`config.mk`:
```
export PLATFORM = sky130hd
export DESIGN_NAME = hazard_halt_unit
export DESIGN_NICKNAME = d
export VERILOG_FILES = /design/src/rtl/Pipe_Buf_Reg_PKG.sv /design/src/rtl/hazard_halt_unit_sat_counter.sv /design/src/rtl/hazard_halt_unit.sv
export SDC_FILE = /design/constraint.sdc
export NUM_CORES = 1
export LEC_CHECK = 0
export BUFFER_PORTS_ARGS = -buffer_cell sky130_fd_sc_hd__clkbuf_2
export CAP_MARGIN = 20
export CORE_UTILIZATION = 48
export CTS_BUF_LIST = sky130_fd_sc_hd__clkbuf_8
export DETAILED_ROUTE_END_ITERATION = 10
export PLACE_DENSITY = 0.79
export SYNTH_ARGS = -nofsm -noshare
export SYNTH_HDL_FRONTEND = slang
export SYNTH_SLANG_ARGS = --single-unit
```
`constraint.sdc`:
```
create_clock -name clk -period 2.25 [get_ports clk]
set_input_delay 0.45 -clock clk [delete_from_list [all_inputs] [get_ports clk]]
set_output_delay 0.45 -clock clk [all_outputs]
set_load 0.005 [all_outputs]
```
`src/rtl/Pipe_Buf_Reg_PKG.sv`:
```
// Shared pipeline-buffer definitions for the 5-stage RISC-V core.
// Holds the halt sequencer state encoding, the bundled hazard control
// word used by the top-level pipeline wiring, the register-field
// positions inside a 32-bit instruction, and the load-use detector.
package Pipe_Buf_Reg_PKG;

    // Register source field positions inside the instruction word
    localparam int RS1_LSB = 15;
    localparam int RS1_MSB = 19;
    localparam int RS2_LSB = 20;
    localparam int RS2_MSB = 24;

    // Halt sequencer states
    typedef enum logic [1:0] {
        RUN   = 2'd0,
        DRAIN = 2'd1,
        HALT  = 2'd2
    } halt_state_e;

    // Stall / flush enables for PC, IF/ID and ID/EX
    typedef struct packed {
        logic pc_write;
        logic if_id_write;
        logic if_id_flush;
        logic id_ex_flush;
    } hazard_ctrl_t;

    // Free-running pipeline
    localparam hazard_ctrl_t CTRL_NORMAL = '{pc_write: 1'b1, if_id_write: 1'b1,
                                             if_id_flush: 1'b0, id_ex_flush: 1'b0};
    // Redirect: fetch the new target, squash the two younger instructions
    localparam hazard_ctrl_t CTRL_BRANCH = '{pc_write: 1'b1, if_id_write: 1'b1,
                                             if_id_flush: 1'b1, id_ex_flush: 1'b1};
    // Load-use: hold PC and IF/ID, insert one bubble into EX
    localparam hazard_ctrl_t CTRL_STALL  = '{pc_write: 1'b0, if_id_write: 1'b0,
                                             if_id_flush: 1'b0, id_ex_flush: 1'b1};
    // Halt / reset: nothing new enters, front end is emptied
    localparam hazard_ctrl_t CTRL_FREEZE = '{pc_write: 1'b0, if_id_write: 1'b0,
                                             if_id_flush: 1'b1, id_ex_flush: 1'b1};

    // Load in EX whose destination feeds an rs field of the instruction in ID.
    // No opcode filtering: an unused rs field may cause a harmless extra stall.
    function automatic logic load_use_hit(input logic        memread,
                                          input logic [4:0]  rd,
                                          input logic [31:0] instr);
        logic [4:0] rs1_v;
        logic [4:0] rs2_v;
        rs1_v = instr[RS1_MSB:RS1_LSB];
        rs2_v = instr[RS2_MSB:RS2_LSB];
        return memread && (rd != 5'd0) && ((rd == rs1_v) || (rd == rs2_v));
    endfunction

endpackage

```
`src/rtl/hazard_halt_unit_sat_counter.sv`:
```
// Saturating event counter.
// Ports: clk, reset (sync, active-high), inc (count one event this cycle),
//        count (registered value, sticks at all-ones).
module sat_counter #(
    parameter int WIDTH = 32
) (
    input  logic             clk,
    input  logic             reset,
    input  logic             inc,
    output logic [WIDTH-1:0] count
);

    logic [WIDTH-1:0] count_r;

    // Event accumulator, holds at all-ones instead of wrapping
    always_ff @(posedge clk) begin
        if (reset) begin
            count_r <= '0;
        end else if (inc && (count_r != {WIDTH{1'b1}})) begin
            count_r <= count_r + WIDTH'(1);
        end else begin
            count_r <= count_r;
        end
    end

    assign count = count_r;

endmodule

```
`src/rtl/hazard_halt_unit.sv`:
```
// Pipeline hazard and halt control for the 5-stage RISC-V core.
// Detects load-use hazards, squashes on taken branches/jumps, and sequences
// a halt: the halt instruction in EX freezes the front end, MEM/WB drain for
// DRAIN_CYCLES, then `halted` asserts and the core stays frozen until reset.
// Ports:
//   clk, reset           core clock, synchronous active-high reset
//   if_id_instr          instruction in ID (rs1/rs2 fields used)
//   id_ex_memread/rd     load flag and destination of instruction in EX
//   id_ex_halt           halt instruction is in EX
//   ex_branch_taken      EX redirects the PC this cycle
//   pc_write, if_id_write, if_id_flush, id_ex_flush   combinational controls
//   halted               registered, core drained and frozen
//   stall_count, flush_count   registered saturating performance counters
module hazard_halt_unit
    import Pipe_Buf_Reg_PKG::*;
#(
    parameter int DRAIN_CYCLES = 2,
    parameter int CNT_W        = 32
) (
    input  logic             clk,
    input  logic             reset,
    input  logic [31:0]      if_id_instr,
    input  logic             id_ex_memread,
    input  logic [4:0]       id_ex_rd,
    input  logic             id_ex_halt,
    input  logic             ex_branch_taken,
    output logic             pc_write,
    output logic             if_id_write,
    output logic             if_id_flush,
    output logic             id_ex_flush,
    output logic             halted,
    output logic [CNT_W-1:0] stall_count,
    output logic [CNT_W-1:0] flush_count
);

    localparam int DRAIN_W = (DRAIN_CYCLES > 1) ? $clog2(DRAIN_CYCLES) : 1;
    localparam logic [DRAIN_W-1:0] DRAIN_LAST = DRAIN_W'(DRAIN_CYCLES - 1);

    halt_state_e        state_r;
    halt_state_e        state_next_s;
    logic [DRAIN_W-1:0] drain_cnt_r;
    logic [DRAIN_W-1:0] drain_cnt_next_s;
    logic               halted_r;
    hazard_ctrl_t       ctrl_s;
    logic               load_use_s;
    logic               stall_inc_s;
    logic               flush_inc_s;

    assign load_use_s = load_use_hit(id_ex_memread, id_ex_rd, if_id_instr);

    // Next-state, drain counting, control outputs and counter increments
    always_comb begin
        state_next_s     = state_r;
        drain_cnt_next_s = drain_cnt_r;
        ctrl_s           = CTRL_NORMAL;
        stall_inc_s      = 1'b0;
        flush_inc_s      = 1'b0;
        if (reset) begin
            // Controls act in the same cycle, so hold the pipe empty during reset
            ctrl_s           = CTRL_FREEZE;
            state_next_s     = RUN;
            drain_cnt_next_s = '0;
        end else begin
            case (state_r)
                RUN: begin
                    if (id_ex_halt) begin
                        // A halt in EX outranks a redirect resolved alongside it
                        ctrl_s           = CTRL_FREEZE;
                        state_next_s     = DRAIN;
                        drain_cnt_next_s = '0;
                    end else if (ex_branch_taken) begin
                        // The squash also removes the stalled consumer; no stall counted
                        ctrl_s      = CTRL_BRANCH;
                        flush_inc_s = 1'b1;
                    end else if (load_use_s) begin
                        // Bubble clears id_ex_memread, so this lasts one cycle
                        ctrl_s      = CTRL_STALL;
                        stall_inc_s = 1'b1;
                    end else begin
                        ctrl_s = CTRL_NORMAL;
                    end
                end
                DRAIN: begin
                    ctrl_s = CTRL_FREEZE;
                    if (drain_cnt_r == DRAIN_LAST) begin
                        state_next_s     = HALT;
                        drain_cnt_next_s = '0;
                    end else begin
                        drain_cnt_next_s = drain_cnt_r + DRAIN_W'(1);
                    end
                end
                HALT: begin
                    ctrl_s = CTRL_FREEZE;
                end
                default: begin
                    ctrl_s           = CTRL_FREEZE;
                    state_next_s     = RUN;
                    drain_cnt_next_s = '0;
                end
            endcase
        end
    end

    // State, drain counter and halted flag registers
    always_ff @(posedge clk) begin
        if (reset) begin
            state_r     <= RUN;
            drain_cnt_r <= '0;
            halted_r    <= 1'b0;
        end else begin
            state_r     <= state_next_s;
            drain_cnt_r <= drain_cnt_next_s;
            // Rises on the same edge that enters HALT, then holds there
            halted_r    <= (state_next_s == HALT);
        end
    end

    sat_counter #(.WIDTH(CNT_W)) u_stall_cnt (
        .clk   (clk),
        .reset (reset),
        .inc   (stall_inc_s),
        .count (stall_count)
    );

    sat_counter #(.WIDTH(CNT_W)) u_flush_cnt (
        .clk   (clk),
        .reset (reset),
        .inc   (flush_inc_s),
        .count (flush_count)
    );

    assign pc_write    = ctrl_s.pc_write;
    assign if_id_write = ctrl_s.if_id_write;
    assign if_id_flush = ctrl_s.if_id_flush;
    assign id_ex_flush = ctrl_s.id_ex_flush;
    assign halted      = halted_r;

endmodule
```
==> results.md, run 1 <==
- Sequential fraction of the synthesis area: 38.57%
- DPL Wire Length: 6430 um
- Post-synth EDFFs: 0
- Drt first pass iters: 4
- Vias in the first global route: 3082
- Placed inst area: 4297 um2
- Largest net degree at the start of global routing: 80
- Total GRT Usage: 22.71%
- Reg clk slew, reported paths: 0.07 ns
- Routed Antenna Nets: 0
- Max-cap violations: 0
- # setup viols final: 0
- Design Power: 2.357 mW
- Clock buffers created by TritonCTS: 9
- Share of cells above drive strength 1: 33.15%
- Vias post-DR: 3535
- Gr ovfl total: 0
- Initial DRC count: 270
- Hold WC Path Type: reg2reg
- Vias per cell: 5.532
- GR Util met2: 37.21%
- Yosys warnings: 0
- Synth Register Bits: 68
- ANT cells: 0
- Number of instances in the placed design: 620
- Routed len/inst: 13.78 um
- Root buffer cell: clkbuf_8
- RSZ-0062 raised after global routing: false
- Slew Viols, Final: 0
- Post-synth ARST share: 0%
- CTS tree: built
- Die Wd: 87.75 um
- Syn Nets: 461
- Filler cells: 584
- Top Usage Layer GRT: met2
- Row cnt: 30
- Peak Freq: 455.4 MHz
- Measured slew at the worst slew-check pin: 0.7774 ns
- Final Cell Area: 4551 um2
- Hold_buf cts: 0
- Worst Skew: 0.008593 ns
- Syn-to-layout area delta: 28.93%
- Max VDD drop: 0.4486 mV
- Initial core utilization: 50.83%
- Synthesized area: 3530 um2
- Final std cells w/o fill: 639
- H-Tree Level Count: 3
- Max-Slew Margin vs Limit: 48.18%
- Static Leak: 1.838 nW
- Die ar.: 7700 um2
- Top_reg_cell synth: dfxtp_1
- Final nets: 582
- Critical path peak fanout: 8
- Post-synth cell types: 50
- Tmin final: 2.196 ns
- CP arrival: 2.42 ns
- Routed wire length: 8803 um
- Mean Syn Cell Area: 8.464 um2
- Element type at the critical path end: register
- IO Count: 111
- Worst slack at placement: -0.1206 ns
- GR Layer Usage met1: 29.89%
- RePlAce Congestion: 0.8581
- First-pass GRT wire length: 13900 um
- Worst setup margin: 0.05395 ns
- Final core utilization: 65.53%
- DRC: 0
- Outcome: completed
- Sum of negative setup slack: 0 ns
- WS Path Type: in2reg
- P per Cell Area: 517.9 nW/um2
- Clock Path Buffers: 2
- I/O Buffers: 88
- Die height: 87.75 um
- Core box area: 6944 um2
- CP startpoint kind: input pin
- GRT met3 Usage: 3.582%
- Fin. Hold Viols: 0
- Clk Latency, worst-skew pair: 0.33 ns
- Critical path required time: 2.47 ns
- Final period util: 97.60%
- WHS: 0.5175 ns
- CTS Sinks: 68
- Synth Instances: 417
- Initial antenna violation count: 0
-- placed cells by master (no fill, tap or decap), types with 2 or more instances in the layout --
master and n:
or2_2 4, mux2_2 12, inv_1 8, nand3_1 23, clkbuf_8 9, a21oi_1 19, nor3_1 11, xnor2_1 14
nor4_2 5, inv_6 2, and2_1 9, a31o_2 3, nor4_1 5, nand3b_1 2, a21bo_2 2, or4_4 2
nor2b_1 12, nand4_1 26, clkbuf_2 88, and4_1 11, mux2i_1 3, or4_1 7, nor2_1 57, and3_1 9
buf_4 37, dfxtp_1 68, o31ai_1 7, xor2_1 28, or3_1 3, clkinvlp_4 3, nand2_1 26, o21ai_0 4
-- final timing paths --
check,start,end,slack (ns),depth (start not counted)
worst min-delay path,u_flush_cnt.count[1]$_SDFFE_PP0P_,u_flush_cnt.count[1]$_SDFFE_PP0P_,0.52,2
worst max register to register,state_r[0]$_SDFF_PP0_,u_stall_cnt.count[17]$_SDFFE_PP0P_,0.08,6
worst min register to register,u_flush_cnt.count[1]$_SDFFE_PP0P_,u_flush_cnt.count[1]$_SDFFE_PP0P_,0.52,2
worst max-delay path,id_ex_rd[1],u_stall_cnt.count[29]$_SDFFE_PP0P_,0.05,10
-- layout make-up --
cell class / instances / area, um2 / area share [%]
well taps: 96 / 120.1 / 2.640
flip-flops and latches: 68 / 1361 / 29.91
clock inverters: 7 / 75.07 / 1.650
inverters: 8 / 30.03 / 0.6599
multi-input cells: 326 / 2122 / 46.63
repair buffers: 125 / 718.2 / 15.78
clock buffers: 9 / 123.9 / 2.722
-- worst max-delay path, cell delays in order --
cell      delay, ns
clkbuf_2       0.11
or4_4          0.54
o21a_4         0.25
buf_4          0.14
buf_4          0.12
nand2_2        0.08
nor3_1         0.09
buf_4          0.20
nand3_1        0.10
mux2_2         0.33
-- sequential cells by signal, indices dropped and copies added (netlist names) --
| name | flops |
|---|---|
| state_r | 2 |
| halted | 1 |
| drain_cnt_r | 1 |
| u_flush_cnt.count | 32 |
| u_stall_cnt.count | 32 |
-- routing by layer --
layer	vias to the layer above	part of all wire (%)
li1	1747	-
met1	1664	47
met2	118	47
met3	6	4.9
met4	0	0.93
met5	-	0
-- kinds of logic (layout without fill, tap and decap cells) --
| kind of cell | after synthesis | in the layout | share of synthesized area [%] |
|---|---|---|---|
| flip-flops | 68 | 68 | 38.57 |
| buffers and inverters | 23 | 149 | 2.942 |
| multiplexers | 15 | 15 | 4.679 |
| AO/OA/AOI/OAI | 46 | 46 | 8.862 |
| AND/OR/NAND/NOR | 221 | 221 | 33.82 |
| adder cells (fa/ha/maj) | 2 | 2 | 0.7089 |
| XOR/XNOR | 42 | 42 | 10.42 |
-- cell usage after synthesis, types with 10 or more instances --
library cell	number	area, um2
xor2_1	28	245.2
mux2_2	12	135.1
nand4_1	26	162.7
nor4_1	10	62.56
and4_1	11	96.34
nand3_1	23	115.1
nor2b_1	12	75.07
a21oi_1	19	95.09
dfxtp_1	68	1361
nor3_1	11	55.05
nand2_1	26	97.59
nor2_1	57	214.0
xnor2_1	14	122.6
-- where the power goes --
part	internal, mW	switching [mW]
Combinational	0.0591	0.0784
Sequential	1.21	0.00379
Clock	0.517	0.491
Total	1.78	0.573
-- timing repair --
item,CTS,global route
resized for setup,0,7
endpoints found under the setup margin,0,8
setup buffers,0,3
Power figures use the tool's default switching activity.
==> run 2, diff against run 1 <==
--- a/config.mk
+++ b/config.mk
@@ -7,10 +7,11 @@
 export LEC_CHECK = 0
 export BUFFER_PORTS_ARGS = -buffer_cell sky130_fd_sc_hd__clkbuf_2
 export CAP_MARGIN = 20
+export CORE_ASPECT_RATIO = 1.1
 export CORE_UTILIZATION = 48
 export CTS_BUF_LIST = sky130_fd_sc_hd__clkbuf_8
 export DETAILED_ROUTE_END_ITERATION = 10
-export PLACE_DENSITY = 0.79
+export PLACE_DENSITY = 0.77
 export SYNTH_ARGS = -nofsm -noshare
 export SYNTH_HDL_FRONTEND = slang
 export SYNTH_SLANG_ARGS = --single-unit
==> constraint.sdc (replaced) <==
create_clock -name clk -period 2.25 [get_ports clk]
set_input_delay 0.225 -clock clk [delete_from_list [all_inputs] [get_ports clk]]
set_output_delay 0.225 -clock clk [all_outputs]
set_load 0.005 [all_outputs]
==> results.md, run 2 (synthesis gave the netlist of run 1 again) <==
- Final nets: 574
- Reg2reg setup slack: 0.06 ns
- Root buffer cell: clkbuf_8
- Final period util: 97.44%
- Outcome: completed
- Hold WC Path Type: in2reg
- RePlAce Congestion: 0.9067
- Element type at the critical path end: register
- R2r startpoint: state_r[0]$_SDFF_PP0_
- Die ar.: 7700 um2
- Reg clk slew, reported paths: 0.07 ns
- # setup viols final: 0
- CP startpoint kind: register
- Largest net degree at the start of global routing: 80
- Initial antenna violation count: 0
- Highest-count cells in the layout ignoring fill and taps: 88 x clkbuf_2, 68 x dfxtp_1, 56 x nor2_1
- Vias in the first global route: 3167
- Hold_buf cts: 0
- Max incr delay on CP: 0.58 ns
- IO Count: 111
- Critical path required time: 2.49 ns
- Max VDD drop: 0.4002 mV
- Min-Delay Endpoint: state_r[0]$_SDFF_PP0_
- Worst Skew: 0.01108 ns
- Final core utilization: 64.29%
- Clk Latency, worst-skew pair: 0.35 ns
- CP arrival: 2.43 ns
- WHS: 0.2604 ns
- ANT cells: 0
- Worst-case reg-to-reg path depth: 6
- Die Wd: 83.76 um
- Filler cells: 607
- Routed Antenna Nets: 0
- Fin. Hold Viols: 0
- Total GRT Usage: 22.95%
- DPL Wire Length: 6326 um
- First-pass GRT wire length: 14370 um
- Final Cell Area: 4531 um2
- Hold depth: 3
- Placed inst area: 4190 um2
- Gr ovfl total: 0
- Drt first pass iters: 4
- P per Cell Area: 563.5 nW/um2
- Design Power: 2.553 mW
- Slew Viols, Final: 0
- Row cnt: 32
- CP max stage cell: or4_4
- Core box area: 7047 um2
- Initial DRC count: 192
- Most common cell after layout, fill and taps aside: clkbuf_2
- Vias post-DR: 3525
- Worst path cell trace: or4_4, nor2_4, nand2_2, or2_4, nor4_2, mux2_2
- Initial core utilization: 50.09%
- CTS Sinks: 68
- Peak Freq: 456.1 MHz
- Syn-to-layout area delta: 28.36%
- Sum of negative setup slack: 0 ns
- Clock Path Buffers: 2
- Tmin final: 2.192 ns
- Critical path peak fanout: 6
- Routed wire length: 9017 um
- Measured slew at the worst slew-check pin: 0.7789 ns
- Static Leak: 1.810 nW
- DRC: 0
- CTS tree: built
- WS Path Type: reg2reg
- Routed len/inst: 14.57 um
- I/O Buffers: 88
- Clock buffers created by TritonCTS: 9
- Capturing point of the worst reg2reg path: u_stall_cnt.count[18]$_SDFFE_PP0P_
- Vias per cell: 5.695
- Max-Slew Margin vs Limit: 47.59%
- H-Tree Level Count: 3
- Die height: 91.94 um
- Hold path startpoint: id_ex_halt
- Max-cap violations: 0
- Share of cells above drive strength 1: 31.65%
## run 2: changes by cell type in the layout (fill, tap and decap cells not counted), sizes merged
| cell | change |
|---|---|
| buf | -10 |
| bufinv | +2 |
| inv | -2 |
| or2 | +2 |
| clkinvlp | -1 |
## run 2: worst max-delay path by stage
| stage | start | end | depth (start not counted) |
|---|---|---|---|
| final | state_r[0]$_SDFF_PP0_ | u_stall_cnt.count[18]$_SDFFE_PP0P_ | 6 |
| after CTS | state_r[0]$_SDFF_PP0_ | u_stall_cnt.count[18]$_SDFFE_PP0P_ | 6 |
| after floorplan | state_r[0]$_SDFF_PP0_ | u_stall_cnt.count[17]$_SDFFE_PP0P_ | 7 |
| after global placement | id_ex_halt | u_stall_cnt.count[19]$_SDFFE_PP0P_ | 7 |
| after detailed placement | state_r[0]$_SDFF_PP0_ | u_stall_cnt.count[18]$_SDFFE_PP0P_ | 6 |
| after global routing | state_r[0]$_SDFF_PP0_ | u_stall_cnt.count[28]$_SDFFE_PP0P_ | 6 |
## run 2: worst max-delay path: cells and delay by family, from the launching register on
| kind | cells | cell delay [ns] |
|---|---|---|
| muxes | 1 | 0.36 |
| DFF | 1 | 0.32 |
| and+or+nand+nor | 5 | 1.42 |
## run 2: stage by stage
step	setup WS, ns	cells
global route	-0.01567	619
detailed placement	0.02272	600
global placement	0.08925	600
CTS	0.01743	615
floorplan	0.07608	417
finish	0.05759	619
## run 2: cell type report
cell class | count | area (um2) | share of cell area [%]
multi-input combinational | 328 | 2152 | 47.50
tap | 85 | 106.4 | 2.347
clock buffer | 9 | 123.9 | 2.734
sequential | 68 | 1361 | 30.05
inverter | 8 | 30.03 | 0.6628
timing repair buffer | 115 | 643.1 | 14.19
clock inverter | 6 | 113.9 | 2.513
## run 2: metal layers
metal / up-vias / part of all wire, % / track usage [%]
met1: 1666 / 43 / 28.70
met3: 14 / 5.4 / 3.780
li1: 1738 / - / -
met5: - / 0 / 0
met2: 107 / 50 / 38.82
met4: 0 / 1.5 / 10.17
## run 2: timing repair
item,CTS,global route
setup buffers,0,2
hold endpoints to repair,0,0
gates resized for setup,0,14
setup endpoints to repair,0,16
## run 2: where the power goes
group          switching, mW  internal (mW)
combinational         0.0734         0.0489
sequential           0.00393           1.21
clock                  0.487          0.731
total                  0.565           1.99
==> run 3, diff against run 2 <==
==> constraint.sdc (replaced) <==
create_clock -name clk -period 1.9 [get_ports clk]
set_input_delay 0.19 -clock clk [delete_from_list [all_inputs] [get_ports clk]]
set_output_delay 0.19 -clock clk [all_outputs]
set_load 0.005 [all_outputs]
==> results.md, run 3 (synthesis gave the netlist of run 1 again) <==
- Outcome: finished with violations
- Failing checks: negative setup slack
- Clock buffers created by TritonCTS: 9
- CTS Sinks: 68
- Die height: 91.94 um
- Worst-case reg-to-reg path depth: 7
- Max VDD drop: 0.7611 mV
- H-Tree Level Count: 3
- CP startpoint kind: register
- Share of cells above drive strength 1: 48.77%
- Critical path required time: 2.10 ns
- IO Count: 111
- Final period util: 112.6%
- Routed Antenna Nets: 0
- RePlAce Congestion: 0.8552
- Worst path cell trace: or4_4, nor2_4, nand2_4, or2_4, buf_4, o31ai_1, a21oi_2
- Register area: 1376 um2
- ANT cells: 0
- Vias post-DR: 4002
- I/O Buffers: 88
- DPL Wire Length: 7067 um
- Max incr delay on CP: 0.51 ns
- Reg2reg setup slack: -0.24 ns
- Tmin final: 2.139 ns
- Total GRT Usage: 26.85%
- WHS: 0.2944 ns
- Row cnt: 32
- Static Leak: 2.271 nW
- Element type at the critical path end: register
- Die ar.: 7700 um2
- Area of the multi-input gates: 2451 um2
- # setup viols final: 42
- Hold_buf cts: 0
- Routed wire length: 11600 um
- R2r startpoint: state_r[1]$_SDFF_PP0_
- Final nets: 648
- Core box area: 7047 um2
- Met1 WL: 4470 um
- Reg clk slew, reported paths: 0.07 ns
- First-pass GRT wire length: 16860 um
- CP max stage cell: or4_4
- Worst setup path endpoint: u_stall_cnt.count[7]$_SDFFE_PP0P_
- Initial core utilization: 50.09%
- Worst setup margin: -0.2390 ns
- Largest net degree at the start of global routing: 80
- WS Path Type: reg2reg
- CP arrival: 2.34 ns
- Slew Viols, Final: 0
- Gr ovfl total: 0
- Root buffer cell: clkbuf_8
- Initial antenna violation count: 0
- Measured slew at the worst slew-check pin: 0.8210 ns
- Peak Freq: 467.5 MHz
- Clock Path Buffers: 2
- Met2 WL: 6076 um
- Hold WC Path Type: in2reg
- Worst slack at placement: -0.2427 ns
- Initial DRC count: 196
- Fin. Hold Viols: 0
- Syn-to-layout area delta: 52.85%
- Final core utilization: 76.56%
- P per Cell Area: 519.5 nW/um2
- Critical path peak fanout: 8
- WL met3: 720 um
- Drt first pass iters: 5
- DRC: 0
- CTS tree: built
- Clk Latency, worst-skew pair: 0.36 ns
- Crit. Startpoint: state_r[1]$_SDFF_PP0_
- Die Wd: 83.76 um
- Vias per cell: 5.767
- RSZ-0062 raised after global routing: true
- DR top layer: met4
- Filler cells: 459
- Capturing point of the worst reg2reg path: u_stall_cnt.count[7]$_SDFFE_PP0P_
- Max-Slew Margin vs Limit: 45.26%
- Highest-count cells in the layout ignoring fill and taps: 90 x buf_4, 88 x clkbuf_2, 56 x nor2_1, 56 x dfxtp_1, 27 x xor2_1
- Vias in the first global route: 3704
- Routed len/inst: 16.72 um
- Max-cap violations: 0
- Most common cell after layout, fill and taps aside: buf_4
- Worst Skew: 0.01020 ns
- Design Power: 2.803 mW
==> run 3: how the worst min path moves through the flow <==
stage,from,end,slack (ns),depth (start not counted)
finish,id_ex_halt,state_r[0]$_SDFF_PP0_,0.29,4
global route,id_ex_halt,state_r[0]$_SDFF_PP0_,0.34,4
CTS,id_ex_halt,state_r[0]$_SDFF_PP0_,0.29,4
detailed placement,drain_cnt_r$_SDFFE_PP0P_,halted$_SDFF_PP0_,0.49,2
global placement,u_flush_cnt.count[15]$_SDFFE_PP0P_,u_flush_cnt.count[15]$_SDFFE_PP0P_,0.48,2
floorplan,id_ex_halt,state_r[0]$_SDFF_PP0_,0.38,2
==> run 3: what timing repair did <==
item / CTS / global route
setup endpoints to repair: 54 / 64
buffers inserted: 8 / 13
resized for setup: 26 / 64
pin swaps: 22 / 31
gates cloned: 2 / 1
==> run 3: through the flow <==
stage | area (um2) | TNS (ns) | cells
2_1_floorplan | 3568 | -2.099 | 417
4_1_cts | 5036 | -1.821 | 681
3_5_place_dp | 4642 | -4.779 | 655
6_report | 5395 | -4.066 | 694
5_1_grt | 5395 | -7.830 | 694
3_3_place_gp | 4642 | -3.381 | 655
==> run 3: final cells by class <==
cell class,count,share of cell area [%]
multi-input cells,328,45.43
clock inverters,7,1.252
well taps,85,1.971
flip-flops and latches,68,25.51
clock buffers,9,2.296
inverters,8,0.5566
repair buffers,189,22.98
==> run 3: report_power, final <==
part	total [mW]	switching [mW]	leakage, nW	internal, mW
registers	1.44	0.00447	0.554	1.43
logic	0.180	0.105	1.63	0.0757
clock network	1.19	0.589	0.0910	0.598
total	2.80	0.698	2.27	2.11
==> run 3: worst max-delay path: cells and delay by family, from the launching register on <==
kind                   cells  cell delay (ns)
AO/OA/AOI/OAI              2             0.46
flip-flops                 1             0.32
buffers and inverters      1             0.16
AND/OR/NAND/NOR            4             1.05
==> run 3: routing by layer <==
metal	up-vias	global-route usage, %
li1	1874	-
met1	1912	31.35
met2	183	48.24
met3	33	5.401
met4	0	10.03
met5	-	0
